<file path="config.mk">
export PLATFORM = sky130hd
export DESIGN_NAME = rvjtag_master
export DESIGN_NICKNAME = d
export VERILOG_FILES = /design/src/rtl/rvjtag_pkg.sv /design/src/rtl/rvjtag_master_tck_gen.sv /design/src/rtl/rvjtag_master.sv
export SDC_FILE = /design/constraint.sdc
export NUM_CORES = 1
export LEC_CHECK = 0
export ABC_CLOCK_PERIOD_IN_PS = 3500
export CAP_MARGIN = 15
export CORE_MARGIN = 1.5
export CORE_UTILIZATION = 35
export DETAILED_ROUTE_END_ITERATION = 12
export PLACE_DENSITY = 0.58
export SKIP_LAST_GASP = 1
export SYNTH_ARGS = -nofsm -noshare
export SYNTH_HDL_FRONTEND = slang
export SYNTH_SLANG_ARGS = --single-unit
export TNS_END_PERCENT = 1
</file>
<file path="constraint.sdc">
create_clock -name clk -period 3.5 [get_ports clk]
set_input_delay 0.7 -clock clk [delete_from_list [all_inputs] [get_ports clk]]
set_output_delay 0.7 -clock clk [all_outputs]
set_load 0.02 [all_outputs]
</file>
<file path="src/rtl/rvjtag_pkg.sv">
// Shared types and constants for the rvjtag_master JTAG/DMI initiator.
package rvjtag_pkg;

   typedef enum logic [1:0] {
      DMI_READ  = 2'd0,
      DMI_WRITE = 2'd1,
      DTMCS     = 2'd2,
      IDCODE    = 2'd3
   } op_e;

   localparam logic [4:0] IR_IDCODE = 5'h01;
   localparam logic [4:0] IR_DTMCS  = 5'h10;
   localparam logic [4:0] IR_DMI    = 5'h11;

   localparam logic [1:0] OP_NOP = 2'b00;
   localparam logic [1:0] OP_RD  = 2'b01;
   localparam logic [1:0] OP_WR  = 2'b10;

   typedef enum logic [3:0] {
      RESET_SEQ,
      IDLE,
      IR_HDR,
      IR_SHIFT,
      IR_TAIL,
      DR_HDR,
      DR_SHIFT,
      DR_TAIL,
      RTI_WAIT,
      RESP
   } state_e;

   function automatic logic is_dmi(input op_e op);
      return (op == DMI_READ) || (op == DMI_WRITE);
   endfunction

   function automatic logic [4:0] ir_for(input op_e op);
      logic [4:0] ir;
      case (op)
         DMI_READ, DMI_WRITE: ir = IR_DMI;
         DTMCS:               ir = IR_DTMCS;
         default:             ir = IR_IDCODE;
      endcase
      return ir;
   endfunction

endpackage

</file>
<file path="src/rtl/rvjtag_master_tck_gen.sv">
// tck divider: CLK_DIV clk low then CLK_DIV clk high, with strobes marking
// the clk on which tck rises or falls. Held low while not enabled.
module rvjtag_master_tck_gen #(
   parameter int CLK_DIV = 2
) (
   input  logic clk,
   input  logic trst,
   input  logic en,
   output logic tck,
   output logic rise,
   output logic fall
);

   localparam int CW = (CLK_DIV > 1) ? $clog2(CLK_DIV) : 1;
   localparam logic [CW-1:0] CNT_LAST = CW'(CLK_DIV - 1);

   logic [CW-1:0] cnt_q, cnt_d;
   logic          tck_q, tck_d;
   logic          wrap;

   assign wrap = (cnt_q == CNT_LAST);
   assign rise = en && wrap && !tck_q;
   assign fall = en && wrap && tck_q;
   assign tck  = tck_q;

   always_comb begin
      cnt_d = cnt_q;
      tck_d = tck_q;
      if (!en) begin
         cnt_d = '0;
         tck_d = 1'b0;
      end else if (wrap) begin
         cnt_d = '0;
         tck_d = ~tck_q;
      end else begin
         cnt_d = cnt_q + CW'(1);
      end
   end

   always_ff @(posedge clk or negedge trst) begin
      if (!trst) begin
         cnt_q <= '0;
         tck_q <= 1'b0;
      end else begin
         cnt_q <= cnt_d;
         tck_q <= tck_d;
      end
   end

endmodule

</file>
<file path="src/rtl/rvjtag_master.sv">
// JTAG initiator: turns one request into IR/DR scans against a DMI TAP,
// always starting and ending in Run-Test/Idle.
module rvjtag_master
   import rvjtag_pkg::*;
#(
   parameter int AWIDTH     = 7,
   parameter int CLK_DIV    = 2,
   parameter int RTI_CYCLES = 4
) (
   input  logic              clk,
   input  logic              trst,
   output logic              tck,
   output logic              tms,
   output logic              tdi,
   input  logic              tdo,
   input  logic              req_valid,
   output logic              req_ready,
   input  logic [1:0]        req_op,
   input  logic [AWIDTH-1:0] req_addr,
   input  logic [31:0]       req_data,
   output logic              resp_valid,
   output logic [31:0]       resp_data,
   output logic [1:0]        resp_status,
   output logic              busy,
   output state_e            dbg_state
);

   localparam int DR_W = AWIDTH + 34;
   localparam logic [5:0] DMI_LAST = 6'(DR_W - 1);
   localparam logic [5:0] CSR_LAST = 6'd31;
   localparam logic [5:0] RTI_LAST = 6'(RTI_CYCLES - 1);

   state_e            state_q, state_d;
   logic [5:0]        bit_cnt_q, bit_cnt_d;
   logic              tms_q, tms_d;
   logic              tdi_q, tdi_d;
   logic [4:0]        ir_cache_q, ir_cache_d;
   logic [DR_W-1:0]   dr_out_q, dr_out_d;
   logic [33:0]       cap_q, cap_d;
   op_e               op_q, op_d;
   logic              second_q, second_d;
   logic              busy_q, busy_d;
   logic              req_ready_q, req_ready_d;
   logic              resp_valid_q, resp_valid_d;
   logic [31:0]       resp_data_q, resp_data_d;
   logic [1:0]        resp_status_q, resp_status_d;

   logic       tck_en, tck_rise, tck_fall;
   logic [5:0] nxt;
   logic [5:0] dr_last;
   logic [4:0] ir_req;
   op_e        req_op_e;

   rvjtag_master_tck_gen #(.CLK_DIV(CLK_DIV)) u_tck_gen (
      .clk  (clk),
      .trst (trst),
      .en   (tck_en),
      .tck  (tck),
      .rise (tck_rise),
      .fall (tck_fall)
   );

   assign tck_en   = (state_q != IDLE) && (state_q != RESP);
   assign nxt      = bit_cnt_q + 6'd1;
   assign dr_last  = is_dmi(op_q) ? DMI_LAST : CSR_LAST;
   assign ir_req   = ir_for(op_q);
   assign req_op_e = op_e'(req_op);

   // Every state advances on the tck falling strobe, which is also when
   // tms/tdi for the following tck cycle are loaded.
   always_comb begin
      state_d       = state_q;
      bit_cnt_d     = bit_cnt_q;
      tms_d         = tms_q;
      tdi_d         = tdi_q;
      ir_cache_d    = ir_cache_q;
      dr_out_d      = dr_out_q;
      cap_d         = cap_q;
      op_d          = op_q;
      second_d      = second_q;
      busy_d        = busy_q;
      req_ready_d   = req_ready_q;
      resp_valid_d  = 1'b0;
      resp_data_d   = resp_data_q;
      resp_status_d = resp_status_q;

      if (tck_rise && (state_q == DR_SHIFT) && (bit_cnt_q < 6'd34)) begin
         cap_d[bit_cnt_q] = tdo;
      end

      case (state_q)
         RESET_SEQ: if (tck_fall) begin
            if (bit_cnt_q == 6'd5) begin
               state_d     = IDLE;
               bit_cnt_d   = '0;
               tms_d       = 1'b0;
               busy_d      = 1'b0;
               req_ready_d = 1'b1;
            end else begin
               bit_cnt_d = nxt;
               tms_d     = (bit_cnt_q != 6'd4);
            end
         end
         IDLE: if (req_valid && req_ready_q) begin
            op_d        = req_op_e;
            second_d    = 1'b0;
            busy_d      = 1'b1;
            req_ready_d = 1'b0;
            bit_cnt_d   = '0;
            tms_d       = 1'b1;
            tdi_d       = 1'b0;
            case (req_op_e)
               DMI_WRITE: dr_out_d = {req_addr, req_data, OP_WR};
               DMI_READ:  dr_out_d = {req_addr, 32'h0, OP_RD};
               DTMCS:     dr_out_d = DR_W'(req_data);
               default:   dr_out_d = '0;
            endcase
            state_d = (ir_cache_q == ir_for(req_op_e)) ? DR_HDR : IR_HDR;
         end
         IR_HDR: if (tck_fall) begin
            if (bit_cnt_q == 6'd3) begin
               state_d   = IR_SHIFT;
               bit_cnt_d = '0;
               tms_d     = 1'b0;
               tdi_d     = ir_req[0];
            end else begin
               bit_cnt_d = nxt;
               tms_d     = (bit_cnt_q == 6'd0);
            end
         end
         IR_SHIFT: if (tck_fall) begin
            if (bit_cnt_q == 6'd4) begin
               state_d   = IR_TAIL;
               bit_cnt_d = '0;
               tms_d     = 1'b1;
               tdi_d     = 1'b0;
            end else begin
               bit_cnt_d = nxt;
               tdi_d     = ir_req[nxt[2:0]];
               tms_d     = (nxt == 6'd4);
            end
         end
         IR_TAIL: if (tck_fall) begin
            if (bit_cnt_q == 6'd0) begin
               ir_cache_d = ir_req;
               bit_cnt_d  = 6'd1;
               tms_d      = 1'b0;
            end else begin
               state_d   = DR_HDR;
               bit_cnt_d = '0;
               tms_d     = 1'b1;
            end
         end
         DR_HDR: if (tck_fall) begin
            bit_cnt_d = (bit_cnt_q == 6'd2) ? 6'd0 : nxt;
            tms_d     = 1'b0;
            if (bit_cnt_q == 6'd2) begin
               state_d = DR_SHIFT;
               tdi_d   = dr_out_q[0];
            end
         end
         DR_SHIFT: if (tck_fall) begin
            if (bit_cnt_q == dr_last) begin
               state_d   = DR_TAIL;
               bit_cnt_d = '0;
               tms_d     = 1'b1;
               tdi_d     = 1'b0;
            end else begin
               bit_cnt_d = nxt;
               tdi_d     = dr_out_q[nxt];
               tms_d     = (nxt == dr_last);
            end
         end
         DR_TAIL: if (tck_fall) begin
            tms_d = 1'b0;
            if (bit_cnt_q == 6'd0) begin
               bit_cnt_d = 6'd1;
            end else begin
               state_d   = RTI_WAIT;
               bit_cnt_d = '0;
            end
         end
         RTI_WAIT: if (tck_fall) begin
            if (bit_cnt_q != RTI_LAST) begin
               bit_cnt_d = nxt;
            end else if ((op_q == DMI_READ) && !second_q) begin
               // Second pass of a read: NOP scan collects the read result.
               second_d  = 1'b1;
               dr_out_d  = '0;
               state_d   = DR_HDR;
               bit_cnt_d = '0;
               tms_d     = 1'b1;
            end else begin
               state_d       = RESP;
               bit_cnt_d     = '0;
               resp_valid_d  = 1'b1;
               resp_data_d   = is_dmi(op_q) ? cap_q[33:2] : cap_q[31:0];
               resp_status_d = is_dmi(op_q) ? cap_q[1:0] : 2'b00;
            end
         end
         RESP: begin
            state_d     = IDLE;
            busy_d      = 1'b0;
            req_ready_d = 1'b1;
         end
         default: state_d = RESET_SEQ;
      endcase
   end

   always_ff @(posedge clk or negedge trst) begin
      if (!trst) begin
         state_q       <= RESET_SEQ;
         bit_cnt_q     <= '0;
         tms_q         <= 1'b1;
         tdi_q         <= 1'b0;
         ir_cache_q    <= IR_IDCODE;
         dr_out_q      <= '0;
         cap_q         <= '0;
         op_q          <= IDCODE;
         second_q      <= 1'b0;
         busy_q        <= 1'b1;
         req_ready_q   <= 1'b0;
         resp_valid_q  <= 1'b0;
         resp_data_q   <= '0;
         resp_status_q <= '0;
      end else begin
         state_q       <= state_d;
         bit_cnt_q     <= bit_cnt_d;
         tms_q         <= tms_d;
         tdi_q         <= tdi_d;
         ir_cache_q    <= ir_cache_d;
         dr_out_q      <= dr_out_d;
         cap_q         <= cap_d;
         op_q          <= op_d;
         second_q      <= second_d;
         busy_q        <= busy_d;
         req_ready_q   <= req_ready_d;
         resp_valid_q  <= resp_valid_d;
         resp_data_q   <= resp_data_d;
         resp_status_q <= resp_status_d;
      end
   end

   assign tms         = tms_q;
   assign tdi         = tdi_q;
   assign req_ready   = req_ready_q;
   assign resp_valid  = resp_valid_q;
   assign resp_data   = resp_data_q;
   assign resp_status = resp_status_q;
   assign busy        = busy_q;
   assign dbg_state   = state_q;

endmodule

</file>
# Yosys cells after proc, flatten, opt, wreduce, memory -nomap -nowiden
# Cells that the tools add are included.
# Widths: inputs -> output; s select.
[word_totals] reg_bits=134 latchBits=0 ram_bits=0 rom_bits=0 input_bits=45 out_inout_bits=44 mem_count=0
[op_classes] addsub=2 mul=0 div_mod_pow=0 order_cmp=5 eq_ne=46 shifts=0 mux=97 bitwise=3 n_reduce_logical=34
[ops] operator="$mux 41" count=4
[ops] operator="$pmux 41 s3" count=1
[ops] operator="$mux 6" count=15
[ops] operator="$pmux 41 s2" count=1
[ops] operator="$mux 4" count=18
[ops] operator="$pmux 6 s8" count=1
[ops] operator="$mux 1" count=40
[ops] operator="$pmux 4 s10" count=1
[ops] operator="$ne 2x2->1 const B" count=18
[ops] operator="$bwmux 34" count=1
[ops] operator="$mux 32" count=1
[ops] operator="$pmux 5 s2" count=2
[ops] operator="$eq 6x3->1 const B" count=3
[ops] operator="$reduce_and 17->1" count=1
[ops] operator="$eq 4x3->1 const B" count=4
[ops] operator="$reduce_bool 8->1" count=2
[ops] operator="$lt 6x7->1 const B" count=2
[ops] operator="$eq 6x2->1 const B" count=2
[ops] operator="$eq 6x6->1" count=2
[ops] operator="$reduce_and 11->1" count=1
[ops] operator="$mux 5" count=2
[ops] operator="$logic_and 1x1->1" count=9
[ops] operator="$reduce_and 9->1" count=1
[ops] operator="$eq 4x2->1 const B" count=2
[ops] operator="other kinds (39)" count=53

# Depth between registers and ports, before layout
[depth] ltp_word=9 mapped_depth=10 depth_no_buf=8

# Hierarchy
# Synthesis repeated with hierarchy kept, for this count alone.
[hier_totals] hier_cells=712 area_unflattened_um2=7038.0
[modules_own_cells] mod="rvjtag_master" n_inst=1 cells_per_inst=704 area_each_um2=6949.2 seq_area_each_um2=3234.4
[modules_own_cells] mod="rvjtag_master_tck_gen" n_inst=1 cells_per_inst=8 area_each_um2=88.8 seq_area_each_um2=50.0

# Worst setup path before layout
# OpenSTA, ideal clock, no wires.
[synth_timing] path_type="reg2reg" from="register bit_cnt_q[0]" to="register tdi_q (netlist: tdi)" setup_time_ns=0.126 arrival_ns=2.632 required_ns=3.374 path_slack_ns=0.742 path_stages_with_launch=11 n_path_buf=3 synth_period_minus_slack_ns=2.758 path_cell_list="dfrtp_1 -> buf_4 -> buf_2 -> inv_1 -> ha_1 -> clkbuf_1 -> mux4_2 -> mux2i_1 -> o211ai_1 -> and3_1 -> a221o_1"
[synth_between] elab_chain_cells=6 word_cells_on_any_way=17
[synth_lines] item="start, declared" line="rvjtag_master.sv:34" text="logic [5:0] bit_cnt_q, bit_cnt_d;"
[synth_lines] item="start signal, assigned" line="rvjtag_master.sv:228" text="bit_cnt_q <= bit_cnt_d;"
[synth_lines] item="$add 6x1->6" line="rvjtag_master.sv:64" text="assign nxt = bit_cnt_q + 6'd1;"
[synth_lines] item="$bmux 1 s6 or $bmux 1 s3 (tied branches)" line="rvjtag_master.sv:170, rvjtag_master.sv:139"
[synth_lines] item="$mux 1, on equally long branches" line="rvjtag_master.sv:170, rvjtag_master.sv:139"
[synth_lines] item="$mux 1, on equally long branches" line="rvjtag_master.sv:163, rvjtag_master.sv:132"
[synth_lines] item="$mux 1, on equally long branches" line="rvjtag_master.sv:162, rvjtag_master.sv:131"
[synth_lines] item="$pmux 1 s5" line="rvjtag_master.sv:91" text="case (state_q)"
[synth_lines] item="end signal, assigned" line="rvjtag_master.sv:230" text="tdi_q <= tdi_d;"
[synth_lines] item="end, declared" line="rvjtag_master.sv:36" text="logic tdi_q, tdi_d;"
# Parallel ways exist; a longest one is shown, timed or not. The select of a mux whose other input is x is not followed.
# A chain may end at the register's enable or synchronous reset.

# Worst setup path after layout
[layout_timing] from="register bit_cnt_q[1]" to="register tdi_q (netlist: tdi)"
# Same word-level chain as after synthesis.

==> out/qor.yml <==
slew_headroom_pct: 46.9
tightest_slew_ns: 0.791
synthFlopType: "dfrtp_1"
criticalPathCategory: "reg2reg"
syn-num-nets: 731
p_leak_uw: 0.00383
hold_viol: 0
hp-class: "in2async"
fp.dieArea_um2: 20800
path_delay_family: "multiplexers"
rows: 51
worstPathCellList: "inv_1 > ha_1 > mux4_2 > mux4_2 > o21ai_0 > nand2_1 > a221o_1"
mostFrequentLayoutCells: "126 x dfrtp_1, 89 x nand2_1, 87 x clkdlybuf4s50_1, 58 x o21ai_0, 49 x nor2_1"
cts_inserted_buffers: 17
rsz0062_at_grt: "no"
setup_viol: 0
layout-drive-gt1-share_pct: 16.1
switching_share_pct: 23.4
cts_hold_buffers: 0
pwr-share-comb_pct: 3.6
grt_first_pass_wirelength_mm: 28.6
grt-busiest-layer: "met2"
ctsHtreeMaxLevel: 4
start_util_pct: 35.8
cts_setup_buffers: 0
crit_buf_inv: 1
met3_usage_pct: 3.68
post-route-period-util_pct: 86.3
pre_cts_ws_ns: 0.525
path_clk_slew_ns: 0.06
powerDensity_nw_per_um2: 388
p_int_uw: 2600
power_frac_clock_pct: 51.4
cts.sinks: 131
critPathLaunchType: "flop"
n_antenna_cell: 0
vdd_drop_max_mv: 0.333
yosys_warnings: 0
placedCellCount: 1008
detail_route.wirelength_mm: 17.3
min_period_ns: 3.02
gp_congestion: 0.874
setup_ws_ns: 0.480
cp_max_fo: 14
antenna_found_initial: 0
rr_worst_depth: 7
r2r-end: "tdi$_DFFE_PN0P_"
core-area_um2: 19500
stdcell_count: 1041
synth_edf_count: 0
slew_violations: 0
ys_ff_latch: 131
final_nets: 812
track_usage_pct: 17.7
grt_max_degree: 67
slowest_delay_ns: 0.73
r2r_start: "bit_cnt_q[1]$_DFFE_PN0P_"
utilization_pct: 44.9
clock_latency_ns: 0.42
area_growth_syn_to_layout_pct: 25.5
io_pins: 89
outcome: "completed"
final_area_um2: 8740
seqPwrFrac_pct: 45.0
fill_cells: 1869
clock-skew-final_ns: 0.00890
io_buffers: 88
synth_area_per_cell_um2: 10.2
tns_ns: 0
p_switching_uw: 795
die_x_um: 144
wl_per_cell_um: 16.7
synth-seq-area-share_pct: 47.1
cap_violations: 0
syn-cell-area_um2: 6970
critical_path.endpoint_type: "flop"
worstPathArrival_ns: 3.32
grt_use_met1_pct: 24.3
dp_hpwl_mm: 12.5
grt_pass1_vias: 5412
drtPass1Iterations: 6
via_per_inst: 5.35
drc: 0
crit_path_top_delay_cell: "ha_1"
detail-route-antenna-nets: 0
placed_cell_area_um2: 8130
crit_required_ns: 3.80
final_common_cell: "dfrtp_1"
fmax_mhz: 331
postCtsResizedCells: 0
synthArstFlopShare_pct: 100
drtIter0Drc: 342
clock-root-buffer: "clkbuf_16"
clock_path_buffers: 2
cts_tree: "built"
synthCells: 682
rrSetupSlack_ns: 0.48
synth.distinct_cells: 76
crit_top_cell: "mux4_2"
use_met2_pct: 27.7
grt_overflow: 0
chipHeight_um: 144
via_count: 5571
## cells by family (layout without fill, tap and decap cells)
group	count (synthesis)	count (layout)	synth area share, %
compound gates	149	149	15.3
xor+xnor	11	11	1.38
fa+ha+maj	4	4	0.718
buf+inv	86	180	5.46
flops	131	131	47.1
mux	84	84	14.7
simple gates	217	217	15.3
## metrics by stage
step | total power [µW] | hold WS [ns]
finish | 3400 | 0.310
floorplan | 1570 | 0.404
detailed placement | 1680 | 0.458
global route | 3520 | 0.357
CTS | 3440 | 0.321
global placement | 1670 | 0.452
## per-layer routing
layer	vias up	wire [µm]
met2	181	8190
met1	2727	7930
met4	0	294
li1	2643	-
met3	20	923
met5	-	0
## synthesized netlist by cell type (3+ instances only)
library cell	count	area, µm²
inv_1	35	131
mux2i_1	35	350
a222oi_1	30	300
or2_2	3	18.8
a21oi_1	12	60.1
nor3_1	9	45.0
o22ai_1	3	18.8
a22o_1	4	35.0
nor2b_1	8	50.1
ha_1	4	50.1
buf_2	13	65.1
dfstp_2	5	131
nand3b_1	4	30.0
and2_1	5	31.3
nor4_1	5	31.3
a31oi_1	3	18.8
nand3_1	14	70.1
mux2_2	35	394
o31ai_1	5	37.5
o21ai_0	58	290
nand4_1	4	25.0
xnor2_1	5	43.8
a221o_1	3	30.0
nor2_1	49	184
buf_4	5	37.5
mux4_2	11	248
nand2b_1	4	25.0
mux2_1	3	33.8
buf_1	4	15.0
and4_1	3	26.3
nand2_1	89	334
dfrtp_1	126	3150
clkbuf_1	26	97.6
xor2_1	6	52.6
buf_6	3	33.8
## flip-flops by register name (all words and copies together), names as in the netlist, 2 cells and up
| name | cells |
|---|---|
| bit_cnt_q | 6 |
| cap_q | 34 |
| dbg_state | 4 |
| dr_out_q | 41 |
| ir_cache_q | 2 |
| op_q | 2 |
| resp_data | 32 |
| resp_status | 2 |
## how the worst max path moves through the flow
| stage | slack [ns] | end | cells after the start | start |
|---|---|---|---|---|
| CTS | 0.52 | tdi$_DFFE_PN0P_ | 7 | bit_cnt_q[1]$_DFFE_PN0P_ |
| floorplan | 0.74 | tdi$_DFFE_PN0P_ | 10 | bit_cnt_q[0]$_DFFE_PN0P_ |
| global placement | 0.60 | tdi$_DFFE_PN0P_ | 7 | bit_cnt_q[1]$_DFFE_PN0P_ |
| detailed placement | 0.52 | tdi$_DFFE_PN0P_ | 7 | bit_cnt_q[1]$_DFFE_PN0P_ |
| finish | 0.48 | tdi$_DFFE_PN0P_ | 7 | bit_cnt_q[1]$_DFFE_PN0P_ |
| global route | 0.30 | tdi$_DFFE_PN0P_ | 7 | bit_cnt_q[1]$_DFFE_PN0P_ |
## layout make-up
type	count	area, µm²	area share, %
inverters	35	131	1.50
multi-input cells	465	3310	37.8
clock inverters	14	144	1.65
clock buffers	18	439	5.02
flip-flops and latches	131	3280	37.6
repair buffers	113	1110	12.6
well taps	265	332	3.79
## power by group through the flow
| stage | Combinational, µW | Clock, µW | Sequential [µW] |
|---|---|---|---|
| floorplan | 18.5 | 0 | 1550 |
| global placement | 118 | 0 | 1560 |
| detailed placement | 120 | 0 | 1560 |
| CTS | 120 | 1790 | 1530 |
| global route | 135 | 1860 | 1530 |
| finish | 121 | 1750 | 1530 |
Note: power is estimated with default switching activity, not from simulation.
